`src/rtl/fetch_unit.sv`:
```
// rtl/fetch_unit.sv - single-stage instruction fetch with local instruction memory, stall-captured redirects and bubble insertion
module fetch_unit #(
    parameter int                XLEN    = 32,
    parameter int                PC_W    = 5,
    parameter logic [PC_W-1:0]   BOOT_PC = '0,
    parameter logic [XLEN-1:0]   NOP     = '0
) (
    input  logic             clk,
    input  logic             reset,
    input  logic             enable,
    input  logic             jump,
    input  logic [PC_W-1:0]  jumpPC,
    input  logic             trapPC,
    input  logic             imemWe,
    input  logic [PC_W-1:0]  imemWaddr,
    input  logic [XLEN-1:0]  imemWdata,
    output logic [XLEN-1:0]  insReg,
    output logic             insValid,
    output logic [PC_W-1:0]  insPC,
    output logic             redirPending,
    output logic [31:0]      fetchCount
);

    localparam int DEPTH = 2 ** PC_W;

    // Memory is deliberately outside the reset domain; the declaration initialiser gives a zeroed image.
    logic [XLEN-1:0] mem [DEPTH] = '{default: '0};

    logic [PC_W-1:0] pc;
    logic [PC_W-1:0] redirTarget;
    logic [XLEN-1:0] rdata;

    assign rdata = mem[pc];

    // The read above sees the pre-write word, so a same-cycle write to pc shows up one fetch later.
    always_ff @(posedge clk) begin
        if (imemWe) begin
            mem[imemWaddr] <= imemWdata;
        end
    end

    always_ff @(posedge clk or posedge reset) begin
        if (reset) begin
            pc           <= BOOT_PC;
            redirTarget  <= '0;
            insReg       <= NOP;
            insValid     <= 1'b0;
            insPC        <= '0;
            redirPending <= 1'b0;
            fetchCount   <= '0;
        end else if (enable) begin
            if (jump) begin
                pc           <= jumpPC;
                insReg       <= NOP;
                insValid     <= 1'b0;
                redirPending <= 1'b0;
            end else if (redirPending) begin
                pc           <= redirTarget;
                insReg       <= NOP;
                insValid     <= 1'b0;
                redirPending <= 1'b0;
            end else if (trapPC) begin
                insReg   <= NOP;
                insValid <= 1'b0;
            end else begin
                insReg   <= rdata;
                insPC    <= pc;
                insValid <= 1'b1;
                pc       <= pc + PC_W'(1);
                if (fetchCount != 32'hFFFF_FFFF) begin
                    fetchCount <= fetchCount + 32'd1;
                end
            end
        end else if (jump) begin
            // Stalled redirect: remember the latest target and apply it on the next enabled cycle.
            redirTarget  <= jumpPC;
            redirPending <= 1'b1;
        end
    end

endmodule

```
`config.mk`:
```
export PLATFORM = sky130hd
export DESIGN_NAME = fetch_unit
export DESIGN_NICKNAME = d
export VERILOG_FILES = /design/src/rtl/fetch_unit.sv
export SDC_FILE = /design/constraint.sdc
export NUM_CORES = 1
export LEC_CHECK = 0
export CORE_MARGIN = 1
export CORE_UTILIZATION = 55
export DETAILED_ROUTE_END_ITERATION = 8
export PLACE_DENSITY_LB_ADDON = 0.25
export SLEW_MARGIN = 20
export SYNTH_ARGS = -nofsm -noshare
export SYNTH_HDL_FRONTEND = slang
export SYNTH_SLANG_ARGS = --single-unit
```
`constraint.sdc`:
```
create_clock -name clk -period 6.01 [get_ports clk]
set_clock_uncertainty 0.2 [all_clocks]
set_input_delay 1.803 -clock clk [delete_from_list [all_inputs] [get_ports clk]]
set_output_delay 1.803 -clock clk [all_outputs]
set_load 0.005 [all_outputs]
```
* After elaboration in Yosys (flattened, before gate mapping) *
Memory sizes are Yosys's and may differ from the RTL's.
Cells that the tools add are included.

word-level totals
  register bits = 81
  logic and storage cells = 34
  input port bits = 48
  output and inout port bits = 71
  RAM bits = 1024
  memories = 1

memories
  memory  words  bits a word  read ports  clocked after memory_dff  write ports  line  source
  mem     32     32           1           0                         1            27    logic [XLEN-1:0] mem [DEPTH] = '{default: '0};

operators by class
  reduce and logical (&&, ||, !) cells = 5
  bitwise gates (word level) = 4
  multiplexer cells = 13
  $add $sub $neg = 2
  equal/unequal tests = 2

operators by type and width
  kind                                                   number
  2-to-1 mux 32 bit                                      3
  adder 32 x 1 -> 32 bit, second input constant          1
  inequality test 32 bit, second input constant          1
  2-to-1 mux 5 bit                                       3
  2-to-1 mux 1 bit                                       7
  adder 5 x 1 -> 5 bit, second input constant            1
  AND reduction 5 bit                                    1
  NOT 1 bit                                              4
  AND reduction 2 bit                                    2
  AND reduction 4 bit                                    1
  inequality test 3 x 2 -> 1 bit, second input constant  1
  nonzero test 2 bit                                     1

* Depth between registers and ports, before layout *
Gate-level depths: netlist of run 1.

  word-level depth = 4
  depth in mapped cells = 9
  gate-level depth less buffers = 6

* Least setup slack after synthesis of run 1 *
Ideal clock, no wire load.

  path kind = input to register
  start point = input imemWaddr[1]
  end point = memory mem[12][0] (enable)
  stages = 3
  setup time = 0.421 ns
  data arrival time = 3.816 ns
  data required time = 5.389 ns
  setup slack = 1.573 ns
  path buffers = 1
  cells stage by stage = or3b_2 > clkbuf_1 > nor2_1

RTL lines
  item         line  source
  from (decl)  15    input logic [PC_W-1:0] imemWaddr,
  to (decl)    27

Straight into the memory's write port.

* Worst setup path in the final report of run 1 *
  start point = input imemWaddr[0]
  end point = memory mem[14][9] (enable)

Straight into the memory's write port.

==> results of run 1 <==
## cell type report
class | count | area (um^2) | area share (%)
inverters | 4 | 17.52 | 0.03572
clock inverters | 65 | 708.2 | 1.444
diodes | 1 | 2.502 | 0.005103
multi-input cells | 828 | 9414 | 19.20
clock buffers | 135 | 2864 | 5.840
repair buffers | 203 | 1957 | 3.990
well taps | 1030 | 1289 | 2.628
flip-flops and latches | 1105 | 32790 | 66.86
## worst max path at each step
stage            startpoint  cells after the start                     to  slack (ps)
2_1_floorplan  imemWaddr[1]                      3   mem[12][0]$_DFFE_PP_        1570
3_3_place_gp   imemWaddr[1]                      4  mem[25][13]$_DFFE_PP_        1130
3_5_place_dp   imemWaddr[1]                      4  mem[25][13]$_DFFE_PP_        1100
4_1_cts        imemWaddr[1]                      4  mem[25][10]$_DFFE_PP_        1830
5_1_grt        imemWaddr[0]                      4  mem[14][27]$_DFFE_PP_        1700
6_report       imemWaddr[0]                      4   mem[14][9]$_DFFE_PP_        1780
## where the power goes
group / internal (W) / switching, W / total, W
Sequential: 0.00856 / 0.000191 / 0.00875
Combinational: 0.000970 / 0.00114 / 0.00211
Clock: 0.00391 / 0.00285 / 0.00676
Total: 0.0134 / 0.00418 / 0.0176
## layer usage
layer	global-route usage [%]	routed length, um
met1	36.77	39690
met2	41.85	48640
met3	4.212	8168
met4	7.734	2662
met5	0	13
## cells by family (layout without fill, tap and decap cells)
logic type,Yosys count,after routing,synth area share [%]
DFF,1105,1105,77.16
muxes,427,427,15.74
and+or+nand+nor,188,188,2.153
AOI/OAI and AO/OA,179,179,2.913
buffers and inverters,113,407,1.322
xor gates and xnor gates,32,32,0.6598
adders and majority gates,2,2,0.05890
other,0,1,0
## through the flow
step,power (W),worst slack (ps)
2_1_floorplan,0.01021,1573
3_3_place_gp,0.01100,1129
3_5_place_dp,0.01103,1103
4_1_cts,0.01771,1833
5_1_grt,0.01810,1701
6_report,0.01761,1781
## cells in the final DEF (no fill, tap or decap), types with 29 or more instances in the layout
cell type,instances
clkbuf_16,108
mux4_2,192
xnor2_1,29
clkdlybuf4s50_1,115
nand2_1,42
buf_4,74
dfrtp_1,78
o21ai_0,32
nand3_1,51
a22oi_1,64
nor2_4,33
edfxtp_1,1024
a211o_1,32
o22ai_1,37
mux2i_1,228
## worst min-delay path, cell delays in order, from the launching register on
cell	delay [ps]
dfrtp_1	340
nand2_1	50
nand2_1	60
## state kept, by name (all words and copies together) (netlist names)
signal,flops
fetchCount,32
insPC,5
insReg,32
insValid,1
mem,1024
pc,5
redirPending,1
redirTarget,5
==> metrics.txt, run 1 <==
# TYPE chip_impl_metric gauge
chip_impl_info{name="status",value="complete, no violations"} 1
chip_impl_info{name="grt_setup_unrepaired",value="false"} 1
chip_impl_info{name="regToRegEndpoint",value="insReg[29]$_DFFE_PP0P_"} 1
chip_impl_metric{name="postRouteAntennaNets",unit=""} 0
chip_impl_metric{name="tritoncts_num_sinks",unit=""} 1105
chip_impl_info{name="hp-class",value="flop to flop"} 1
chip_impl_info{name="worst_hold_startpoint",value="insPC[2]$_DFFE_PP0P_"} 1
chip_impl_metric{name="finalSetupTns",unit="ps"} 0
chip_impl_metric{name="power_density",unit="mW/mm^2"} 359.2
chip_impl_metric{name="cts_inserted_buffers",unit=""} 106
chip_impl_metric{name="ys_ff_latch",unit=""} 1105
chip_impl_metric{name="warnings_synthesis",unit=""} 0
chip_impl_info{name="post_synth_most_frequent_cells",value="edfxtp_1 (1024), mux2i_1 (228), mux4_2 (192)"} 1
chip_impl_metric{name="hold_slack",unit="ps"} 287.6
chip_impl_metric{name="total_leakage_power",unit="nW"} 16.26
chip_impl_metric{name="cts.clk_slew.worst_paths",unit="ps"} 60
chip_impl_metric{name="timing.hold.worst_path_depth",unit=""} 2
chip_impl_metric{name="fp.dieArea",unit="mm^2"} 0.07835
chip_impl_info{name="synth.most_common_cell",value="edfxtp_1"} 1
chip_impl_metric{name="fin_area",unit="mm^2"} 0.04904
chip_impl_info{name="yosys_most_used_dff",value="edfxtp_1"} 1
chip_impl_metric{name="worst_ep_arrival_time",unit="ps"} 4400
chip_impl_metric{name="final.period_utilization",unit="%"} 70.36
chip_impl_metric{name="via_count",unit=""} 21120
chip_impl_metric{name="worst_ep_required_time",unit="ps"} 6180
chip_impl_metric{name="ys_types",unit=""} 40
chip_impl_metric{name="synth_edf_count",unit=""} 1024
chip_impl_metric{name="avgSynthCellArea",unit="um^2"} 20.76
chip_impl_metric{name="boundaryPins",unit=""} 119
chip_impl_metric{name="final_nets",unit=""} 2298
chip_impl_metric{name="firstDrtPassIters",unit=""} 8
chip_impl_info{name="worst_path_dominant_cell_family",value="simple AND/OR/NAND/NOR gates"} 1
chip_impl_metric{name="final_core_occ",unit="%"} 64.35
chip_impl_metric{name="max_slew_margin",unit="%"} 31.01
chip_impl_metric{name="setup-violations-final",unit=""} 0
chip_impl_metric{name="synth.yosys.seq_area_share",unit="%"} 77.16
chip_impl_metric{name="maxCapViolations",unit=""} 0
chip_impl_info{name="root_buffer_cell",value="clkbuf_16"} 1
chip_impl_metric{name="synthesis.area",unit="mm^2"} 0.04248
chip_impl_metric{name="finalWorstPathRequiredPeriod",unit="ps"} 4229
chip_impl_metric{name="grt_start_max_net_pins",unit=""} 74
chip_impl_metric{name="cts_max_level",unit=""} 3
chip_impl_metric{name="std_cell_core_area",unit="mm^2"} 0.07620
chip_impl_metric{name="final-hold-violation-count",unit=""} 0
chip_impl_info{name="synthTopCellsByArea",value="edfxtp_1 (72%), mux4_2 (10%), mux2i_1 (5.4%), dfrtp_1 (4.8%), a22oi_1 (1.1%)"} 1
chip_impl_metric{name="number_of_antenna_violations_at_the_first_check_in_global_routing",unit=""} 1
chip_impl_metric{name="post_route_cells_drive_above_1_share",unit="%"} 21.11
chip_impl_metric{name="crit_path_max_fanout",unit=""} 24
chip_impl_metric{name="die_height",unit="um"} 279.9
chip_impl_metric{name="grtUsageTotal",unit="%"} 25.90
chip_impl_metric{name="worst_path_buf_inv",unit=""} 2
chip_impl_metric{name="chipWidth",unit="um"} 279.9
chip_impl_metric{name="place.port_buffers",unit=""} 118
chip_impl_info{name="critical_path.cell_chain",value="clkdlybuf4s50_1 -> nand3b_1 -> nor2_4 -> buf_4"} 1
chip_impl_info{name="hold_path_end",value="insPC[2]$_DFFE_PP0P_"} 1
chip_impl_metric{name="layout_area_growth_over_synthesis",unit="%"} 15.44
chip_impl_info{name="critical_path_class",value="primary input to flop"} 1
chip_impl_metric{name="tightestPinTransition",unit="ps"} 1033
chip_impl_metric{name="post_cts.resized_instances",unit=""} 0
chip_impl_metric{name="avgRoutedWirePerCell",unit="um"} 29.42
chip_impl_info{name="critical_path.startpoint_type",value="primary input"} 1
chip_impl_metric{name="synth_fp_nets",unit=""} 2096
chip_impl_info{name="worst_path_max_delay_cell",value="nor2_4"} 1
chip_impl_metric{name="post_detail_place_hpwl",unit="um"} 60480
chip_impl_metric{name="drt_drc_violations_left",unit=""} 0
chip_impl_metric{name="routed_wl",unit="um"} 99170
chip_impl_metric{name="route.detailed.vias_per_inst",unit=""} 6.264
chip_impl_metric{name="grt_overflow",unit=""} 0
chip_impl_metric{name="async_reset_ff_share",unit="%"} 7.330
chip_impl_metric{name="cts_post_setup_buffers_inserted",unit=""} 0
chip_impl_metric{name="dpl_cell_area",unit="mm^2"} 0.04541
chip_impl_metric{name="clk_path_buf_depth",unit=""} 3
chip_impl_info{name="cp-end-kind",value="flop"} 1
chip_impl_info{name="cts_tree",value="done"} 1
chip_impl_metric{name="max-vdd-ir-drop",unit="uV"} 315.9
chip_impl_metric{name="post-place-cells",unit=""} 3168
chip_impl_metric{name="clock.fmax",unit="GHz"} 0.2365
chip_impl_metric{name="critical-path-max-stage-delay",unit="ps"} 990
chip_impl_info{name="netlist.top_cell.by_area",value="edfxtp_1"} 1
chip_impl_metric{name="place.gp.congestion",unit=""} 0.8378
chip_impl_metric{name="drt_first_iter_violations",unit=""} 2389
chip_impl_metric{name="via_count_of_the_first_global_routing_pass",unit=""} 21250
chip_impl_metric{name="worstSkewPairLatency",unit="ps"} 690
chip_impl_metric{name="share_of_yosys_cell_area_claimed_by_the_top_area_cell_type",unit="%"} 72.38
chip_impl_metric{name="num_rows",unit=""} 101
chip_impl_metric{name="synth_cells",unit=""} 2046
chip_impl_metric{name="count_of_filler_cells_inserted_in_the_layout",unit=""} 4998
chip_impl_metric{name="timing.reg2reg.worst_path_depth",unit=""} 5
chip_impl_metric{name="initial_utilization",unit="%"} 55.75
chip_impl_metric{name="finish.cell_count_without_fillers",unit=""} 3371
chip_impl_metric{name="wire_length_of_the_first_global_routing_pass",unit="um"} 145600
chip_impl_metric{name="r2r_setup_slack",unit="ps"} 2620
chip_impl_metric{name="report.final.slew_viol_count",unit=""} 0
chip_impl_metric{name="cts-hold-fix-buffers",unit=""} 0
chip_impl_info{name="r2r-start",value="pc[1]$_DFFE_PP0P_"} 1
(Power assumes the default switching activity.)
==> inputs of run 2 (changes only) <==
==> constraint.sdc (replaced) <==
create_clock -name clk -period 4 [get_ports clk]
set_clock_uncertainty 0.2 [all_clocks]
set_input_delay 1.2 -clock clk [delete_from_list [all_inputs] [get_ports clk]]
set_output_delay 1.2 -clock clk [all_outputs]
set_load 0.005 [all_outputs]
==> run 2 against run 1 <==
  * Hold slack improved by 6.9 ps
  * Critical endpoint is now redirPending
  * Sequential share of layout area decreased by 0.90 points
  * Wire length decreased by 0.15%
  * Design area increased by 1.4%
  * Register-to-register slack got worse by 1700 ps
  * Die area unchanged
  * Largest power group unchanged
  * Global-route usage decreased by 0.15 points
  * Core utilization increased by 0.88 points
  * Sequential power increased by 50%
  * Via count increased by 0.68%
==> metrics.txt, run 2 (synthesis gave the netlist of run 1 again) <==
# TYPE chip_impl_metric gauge
chip_impl_info{name="status",value="complete, no violations"} 1
chip_impl_metric{name="power_density",unit="mW/mm^2"} 537.7
chip_impl_metric{name="worstSkewPairLatency",unit="ps"} 690
chip_impl_metric{name="maxCapViolations",unit=""} 0
chip_impl_info{name="worst_hold_startpoint",value="insPC[4]$_DFFE_PP0P_"} 1
chip_impl_metric{name="std_cell_core_area",unit="mm^2"} 0.07620
chip_impl_metric{name="max_slew_margin",unit="%"} 29.36
chip_impl_metric{name="regArea",unit="mm^2"} 0.03279
chip_impl_metric{name="final_core_occ",unit="%"} 65.23
chip_impl_metric{name="post_detail_place_hpwl",unit="um"} 58030
chip_impl_metric{name="cts_post_setup_buffers_inserted",unit=""} 0
chip_impl_metric{name="number_of_antenna_violations_at_the_first_check_in_global_routing",unit=""} 9
chip_impl_info{name="r2r-start",value="pc[1]$_DFFE_PP0P_"} 1
chip_impl_metric{name="finalSetupTns",unit="ps"} 0
chip_impl_metric{name="report.final.slew_viol_count",unit=""} 0
chip_impl_metric{name="cts_inserted_buffers",unit=""} 110
chip_impl_metric{name="post_route_cells_drive_above_1_share",unit="%"} 22.23
chip_impl_metric{name="setup-violations-final",unit=""} 0
chip_impl_metric{name="dpl_cell_area",unit="mm^2"} 0.04604
chip_impl_info{name="hold_path_end",value="insPC[4]$_DFFE_PP0P_"} 1
chip_impl_metric{name="report.power.total",unit="W"} 0.02673
chip_impl_metric{name="total_leakage_power",unit="nW"} 16.60
chip_impl_metric{name="routed_wl",unit="um"} 99030
chip_impl_metric{name="multiInputGateArea",unit="mm^2"} 0.009414
chip_impl_metric{name="clk_path_buf_depth",unit=""} 3
chip_impl_metric{name="drt_drc_violations_left",unit=""} 0
chip_impl_metric{name="drt_first_iter_violations",unit=""} 2292
chip_impl_metric{name="via_count_of_the_first_global_routing_pass",unit=""} 21600
chip_impl_metric{name="route.detailed.vias_per_inst",unit=""} 6.208
chip_impl_metric{name="max-vdd-ir-drop",unit="uV"} 459.6
chip_impl_metric{name="hold_slack",unit="ps"} 294.5
chip_impl_metric{name="layout_area_growth_over_synthesis",unit="%"} 17.01
chip_impl_info{name="top_register",value="mem"} 1
chip_impl_metric{name="grt_overflow",unit=""} 0
chip_impl_info{name="root_buffer_cell",value="clkbuf_16"} 1
chip_impl_metric{name="post_cts.resized_instances",unit=""} 0
chip_impl_info{name="critical_path_class",value="flop to primary output"} 1
chip_impl_info{name="commonest_non_fill_non_tap_cell_in_the_layout",value="edfxtp_1"} 1
chip_impl_metric{name="cts.clk_slew.worst_paths",unit="ps"} 60
chip_impl_metric{name="via_count",unit=""} 21260
chip_impl_info{name="critical_path.cell_chain",value="clkdlybuf4s50_1"} 1
chip_impl_info{name="grt_setup_unrepaired",value="false"} 1
chip_impl_metric{name="tritoncts_num_sinks",unit=""} 1105
chip_impl_metric{name="boundaryPins",unit=""} 119
chip_impl_info{name="worst_path_dominant_cell_family",value="flip-flops"} 1
chip_impl_metric{name="chipWidth",unit="um"} 279.9
chip_impl_info{name="reg.largest.list",value="mem: 1024 flops, fetchCount: 32 flops, insReg: 32 flops"} 1
chip_impl_metric{name="timing.reg2reg.worst_path_depth",unit=""} 6
chip_impl_metric{name="final.period_utilization",unit="%"} 82.64
chip_impl_metric{name="tightestPinTransition",unit="ps"} 1057
chip_impl_info{name="hp-class",value="flop to flop"} 1
chip_impl_info{name="cts_tree",value="done"} 1
chip_impl_metric{name="cts-hold-fix-buffers",unit=""} 0
chip_impl_info{name="layout_common_cells",value="edfxtp_1 (1024), mux2i_1 (228), mux4_2 (192), clkdlybuf4s50_1 (118), clkbuf_16 (111)"} 1
chip_impl_metric{name="worst_ep_required_time",unit="ps"} 2600
chip_impl_metric{name="num_rows",unit=""} 101
chip_impl_metric{name="final-hold-violation-count",unit=""} 0
chip_impl_metric{name="flip_flop_count_of_the_largest_register_all_copies_and_words_added",unit=""} 1024
chip_impl_metric{name="place.gp.congestion",unit=""} 0.8383
chip_impl_info{name="worst_path_max_delay_cell",value="dfrtp_1"} 1
chip_impl_metric{name="final_nets",unit=""} 2348
chip_impl_metric{name="grtUsageTotal",unit="%"} 25.75
chip_impl_metric{name="clock.fmax",unit="GHz"} 0.3025
chip_impl_metric{name="worst_path_buf_inv",unit=""} 1
chip_impl_info{name="cp-end-kind",value="primary output"} 1
chip_impl_metric{name="avgRoutedWirePerCell",unit="um"} 28.91
chip_impl_metric{name="firstDrtPassIters",unit=""} 7
chip_impl_metric{name="wire_length_of_the_first_global_routing_pass",unit="um"} 144300
chip_impl_metric{name="place.port_buffers",unit=""} 118
chip_impl_metric{name="die_height",unit="um"} 279.9
chip_impl_metric{name="postRouteAntennaNets",unit=""} 0
chip_impl_info{name="critical_path.startpoint_type",value="flop"} 1
chip_impl_metric{name="r2r_setup_slack",unit="ps"} 910
chip_impl_metric{name="fp.dieArea",unit="mm^2"} 0.07835
chip_impl_metric{name="worst_ep_arrival_time",unit="ps"} 1910
chip_impl_metric{name="count_of_filler_cells_inserted_in_the_layout",unit=""} 4856
chip_impl_metric{name="grt_start_max_net_pins",unit=""} 66
chip_impl_metric{name="critical-path-max-stage-delay",unit="ps"} 640
chip_impl_metric{name="initial_utilization",unit="%"} 55.75
chip_impl_metric{name="cts_max_level",unit=""} 3
chip_impl_metric{name="timing.hold.worst_path_depth",unit=""} 2
chip_impl_metric{name="crit_path_max_fanout",unit=""} 14
chip_impl_metric{name="finalWorstPathRequiredPeriod",unit="ps"} 3306
chip_impl_info{name="regToRegEndpoint",value="insReg[1]$_DFFE_PP0P_"} 1
chip_impl_metric{name="fin_area",unit="mm^2"} 0.04971
## run 2: changes by cell type in the layout (fill, tap and decap cells not counted), moves of 5 or more
cell	before	now
buf_12	9	29
buf_4	74	102
clkbuf_1	21	33
clkbuf_8	6	11
clkinv_2	22	11
## run 2: metal layers
| metal | wire length (um) | vias up | track usage [%] |
|---|---|---|---|
| met2 | 48290 | 941 | 41.68 |
| li1 | - | 8985 | - |
| met3 | 8202 | 130 | 5.421 |
| met5 | 57 | - | 0 |
| met4 | 2177 | 10 | 7.384 |
| met1 | 40300 | 11200 | 35.73 |
## run 2: layout make-up
type / instances / share of cell area (%)
Multi-Input combinational cell: 828 / 18.94
Timing Repair Buffer: 249 / 5.085
Sequential cell: 1105 / 65.96
Clock inverter: 52 / 1.236
Tap cell: 1030 / 2.593
Clock buffer: 155 / 6.142
Antenna cell: 2 / 0.01007
Inverter: 4 / 0.03524
## run 2: how the worst max path moves through the flow
stage                                        start                endpoint  slack (ps)  cells after the start
after floorplan                       imemWaddr[1]    mem[12][0]$_DFFE_PP_         170                      3
after global placement                      trapPC   insReg[9]$_DFFE_PP0P_         220                      6
after detailed placement                    trapPC  insReg[17]$_DFFE_PP0P_         140                      6
after CTS                 redirPending$_DFFE_PP0P_            redirPending         680                      1
after global routing      redirPending$_DFFE_PP0P_            redirPending         620                      1
final                     redirPending$_DFFE_PP0P_            redirPending         690                      1
## run 2: report_power, final
part	internal (W)	leakage, nW	switching [W]	total [W]
sequential	0.0129	10.3	0.000267	0.0131
clock	0.00610	1.78	0.00423	0.0103
combinational	0.00154	4.51	0.00174	0.00328
total	0.0205	16.6	0.00624	0.0267
## run 2: per-stage QoR
stage	setup slack (ps)	instances
5_1_grt	616.7	3425
6_report	694.3	3425
3_5_place_dp	137.2	3216
3_3_place_gp	222.8	3216
2_1_floorplan	165.9	2046
4_1_cts	675.3	3423
==> inputs of run 3 (changes only) <==
==> constraint.sdc (replaced) <==
create_clock -name clk -period 3.2 [get_ports clk]
set_clock_uncertainty 0.2 [all_clocks]
set_input_delay 0.96 -clock clk [delete_from_list [all_inputs] [get_ports clk]]
set_output_delay 0.96 -clock clk [all_outputs]
set_load 0.005 [all_outputs]
==> run 3 against run 2 <==
  * Die area unchanged
  * Non-clock buffer count up 57
  * First-iteration DRC count grew 17%
  * Combinational power increased by 35%
  * Hold slack lost 14 ps
  * Clock power up 20%
  * Sequential power up 24%
  * Global-route usage is 0.98 points higher
  * Core utilization up 1.2 points
  * Largest cell class unchanged
==> metrics.txt, run 3 (synthesis gave the netlist of run 1 again) <==
# TYPE chip_impl_metric gauge
chip_impl_info{name="status",value="complete, no violations"} 1
chip_impl_metric{name="number_of_antenna_violations_at_the_first_check_in_global_routing",unit=""} 2
chip_impl_metric{name="power_density",unit="mW/mm^2"} 655.9
chip_impl_info{name="worst_path_max_delay_cell",value="dfrtp_1"} 1
chip_impl_info{name="worst_path_dominant_cell_family",value="flip-flops"} 1
chip_impl_metric{name="post-place-cells",unit=""} 3273
chip_impl_metric{name="place.port_buffers",unit=""} 118
chip_impl_metric{name="max-vdd-ir-drop",unit="uV"} 484.9
chip_impl_metric{name="drt_first_iter_violations",unit=""} 2689
chip_impl_metric{name="cts_max_level",unit=""} 3
chip_impl_metric{name="flip_flop_count_of_the_largest_register_all_copies_and_words_added",unit=""} 1024
chip_impl_metric{name="count_of_filler_cells_inserted_in_the_layout",unit=""} 4831
chip_impl_metric{name="fin_area",unit="mm^2"} 0.05061
chip_impl_info{name="top_register",value="mem"} 1
chip_impl_metric{name="dpl_cell_area",unit="mm^2"} 0.04711
chip_impl_info{name="reg.largest.list",value="mem: 1024 flops, fetchCount: 32 flops, insReg: 32 flops"} 1
chip_impl_metric{name="std_cell_core_area",unit="mm^2"} 0.07620
chip_impl_metric{name="drt_drc_violations_left",unit=""} 0
chip_impl_metric{name="via_count",unit=""} 21920
chip_impl_metric{name="die_height",unit="um"} 279.9
chip_impl_metric{name="grtUsageMet1",unit="%"} 38.82
chip_impl_metric{name="fp.dieArea",unit="mm^2"} 0.07835
chip_impl_metric{name="diodes_inserted",unit=""} 0
chip_impl_metric{name="finalWorstPathRequiredPeriod",unit="ps"} 3025
chip_impl_metric{name="layout_area_growth_over_synthesis",unit="%"} 19.13
chip_impl_metric{name="cts.clk_slew.worst_paths",unit="ps"} 60
chip_impl_metric{name="final-hold-violation-count",unit=""} 0
chip_impl_metric{name="routed_wl",unit="um"} 102700
chip_impl_metric{name="wire_length_of_the_first_global_routing_pass",unit="um"} 149600
chip_impl_info{name="hp-class",value="flop to flop"} 1
chip_impl_metric{name="setup-violations-final",unit=""} 0
chip_impl_metric{name="initial_utilization",unit="%"} 55.75
chip_impl_metric{name="worstSkewPairLatency",unit="ps"} 670
chip_impl_metric{name="final.period_utilization",unit="%"} 94.55
chip_impl_metric{name="post_route_cells_drive_above_1_share",unit="%"} 24.32
chip_impl_info{name="gr-max-usage-layer",value="met2"} 1
chip_impl_metric{name="post_detail_place_hpwl",unit="um"} 63980
chip_impl_info{name="cts_tree",value="done"} 1
chip_impl_info{name="grt_setup_unrepaired",value="false"} 1
chip_impl_metric{name="post_cts.resized_instances",unit=""} 0
chip_impl_metric{name="tightestPinTransition",unit="ps"} 685.3
chip_impl_metric{name="firstDrtPassIters",unit=""} 6
chip_impl_metric{name="worst_ep_required_time",unit="ps"} 2040
chip_impl_metric{name="cts_inserted_buffers",unit=""} 108
chip_impl_metric{name="grt_util_met3",unit="%"} 5.288
chip_impl_info{name="cp-end-kind",value="primary output"} 1
chip_impl_metric{name="finish.cell_count_without_fillers",unit=""} 3477
chip_impl_metric{name="grt_start_max_net_pins",unit=""} 63
chip_impl_metric{name="crit_path_max_fanout",unit=""} 14
chip_impl_metric{name="grtUsageTotal",unit="%"} 26.73
chip_impl_metric{name="worst_path_buf_inv",unit=""} 1
chip_impl_metric{name="worst_ep_arrival_time",unit="ps"} 1870
chip_impl_info{name="root_buffer_cell",value="clkbuf_16"} 1
chip_impl_metric{name="critical-path-max-stage-delay",unit="ps"} 620
chip_impl_metric{name="cts-hold-fix-buffers",unit=""} 0
chip_impl_metric{name="avgRoutedWirePerCell",unit="um"} 29.55
chip_impl_metric{name="postRouteAntennaNets",unit=""} 0
chip_impl_metric{name="grt_util_met2",unit="%"} 41.97
chip_impl_metric{name="total_leakage_power",unit="nW"} 16.98
chip_impl_metric{name="maxCapViolations",unit=""} 0
chip_impl_metric{name="final_nets",unit=""} 2403
chip_impl_metric{name="grt_overflow",unit=""} 0
chip_impl_metric{name="route.detailed.vias_per_inst",unit=""} 6.303
chip_impl_metric{name="chipWidth",unit="um"} 279.9
chip_impl_metric{name="report.final.slew_viol_count",unit=""} 0
chip_impl_metric{name="place.gp.congestion",unit=""} 0.8798
chip_impl_metric{name="clock.fmax",unit="GHz"} 0.3305
chip_impl_metric{name="clk_path_buf_depth",unit=""} 3
chip_impl_metric{name="regArea",unit="mm^2"} 0.03279
chip_impl_info{name="critical_path.cell_chain",value="clkdlybuf4s50_1"} 1
chip_impl_metric{name="final_core_occ",unit="%"} 66.41
chip_impl_metric{name="num_rows",unit=""} 101
chip_impl_metric{name="tritoncts_num_sinks",unit=""} 1105
chip_impl_metric{name="multiInputGateArea",unit="mm^2"} 0.009414
chip_impl_info{name="layout_common_cells",value="edfxtp_1 (1024), mux2i_1 (228), mux4_2 (192), clkdlybuf4s50_1 (118), clkbuf_16 (112)"} 1
chip_impl_info{name="commonest_non_fill_non_tap_cell_in_the_layout",value="edfxtp_1"} 1
chip_impl_info{name="critical_path_class",value="flop to primary output"} 1
chip_impl_metric{name="max_slew_margin",unit="%"} 53.96
chip_impl_metric{name="boundaryPins",unit=""} 119
chip_impl_metric{name="via_count_of_the_first_global_routing_pass",unit=""} 21970
chip_impl_info{name="critical_path.startpoint_type",value="flop"} 1
chip_impl_metric{name="cts_post_setup_buffers_inserted",unit=""} 0
==> run 3: changes by cell type in the layout (fill, tap and decap cells not counted), moves of 5 or more <==
cell and delta:
buf_12 +52, buf_4 +5, bufinv_16 -5, clkbuf_1 -9, clkinv_2 +15, clkinvlp_4 +6
==> run 3: cell type report <==
| type | count | area share (%) |
|---|---|---|
| Sequential cell | 1105 | 64.79 |
| Multi-Input combinational cell | 828 | 18.60 |
| Timing Repair Buffer | 306 | 7.125 |
| Clock buffer | 143 | 5.906 |
| Tap cell | 1030 | 2.546 |
| Clock inverter | 61 | 0.9988 |
| Inverter | 4 | 0.03461 |
==> run 3: metal layers <==
metal / share of wire (%) / vias to the layer above
met5: 0 / -
met4: 2.1 / 0
met3: 9.9 / 139
met2: 48 / 1188
met1: 40 / 11490
li1: - / 9100
==> run 3: final timing paths <==
| path | from | endpoint | slack [ps] | cells after the start |
|---|---|---|---|---|
| min in group asynchronous | reset | redirTarget[4]$_DFFE_PP0P_ | 480 | 2 |
| worst min register to register | insPC[4]$_DFFE_PP0P_ | insPC[4]$_DFFE_PP0P_ | 280 | 2 |
| max in group asynchronous | reset | fetchCount[18]$_DFFE_PP0P_ | 1750 | 3 |
| worst max register to register | pc[1]$_DFFE_PP0P_ | insReg[9]$_DFFE_PP0P_ | 320 | 6 |
| worst min-delay path | insPC[4]$_DFFE_PP0P_ | insPC[4]$_DFFE_PP0P_ | 280 | 2 |
| worst max-delay path | redirPending$_DFFE_PP0P_ | redirPending | 170 | 1 |
==> run 3: per-stage QoR <==
stage          hold WS [ps]  total power [W]  setup WS [ps]  TNS (ps)
2_1_floorplan         270.1          0.01918         -394.1   -162230
3_3_place_gp          262.3          0.02099         -192.6     -1359
3_5_place_dp          262.7          0.02106         -192.1     -7162
4_1_cts               277.5          0.03336          131.7         0
5_1_grt               322.2          0.03415          117.8         0
6_report              280.1          0.03320          174.5         0
==> run 3: worst min-delay path, stage by stage, from the launching register on <==
cell and delay, ps:
dfrtp_1 340, nand2_1 50, nand2_1 50
==> run 3: power breakdown <==
part           switching (W)  internal, W
Clock                0.00530      0.00713
Sequential          0.000267       0.0161
Combinational        0.00233      0.00210
Total                0.00790       0.0253
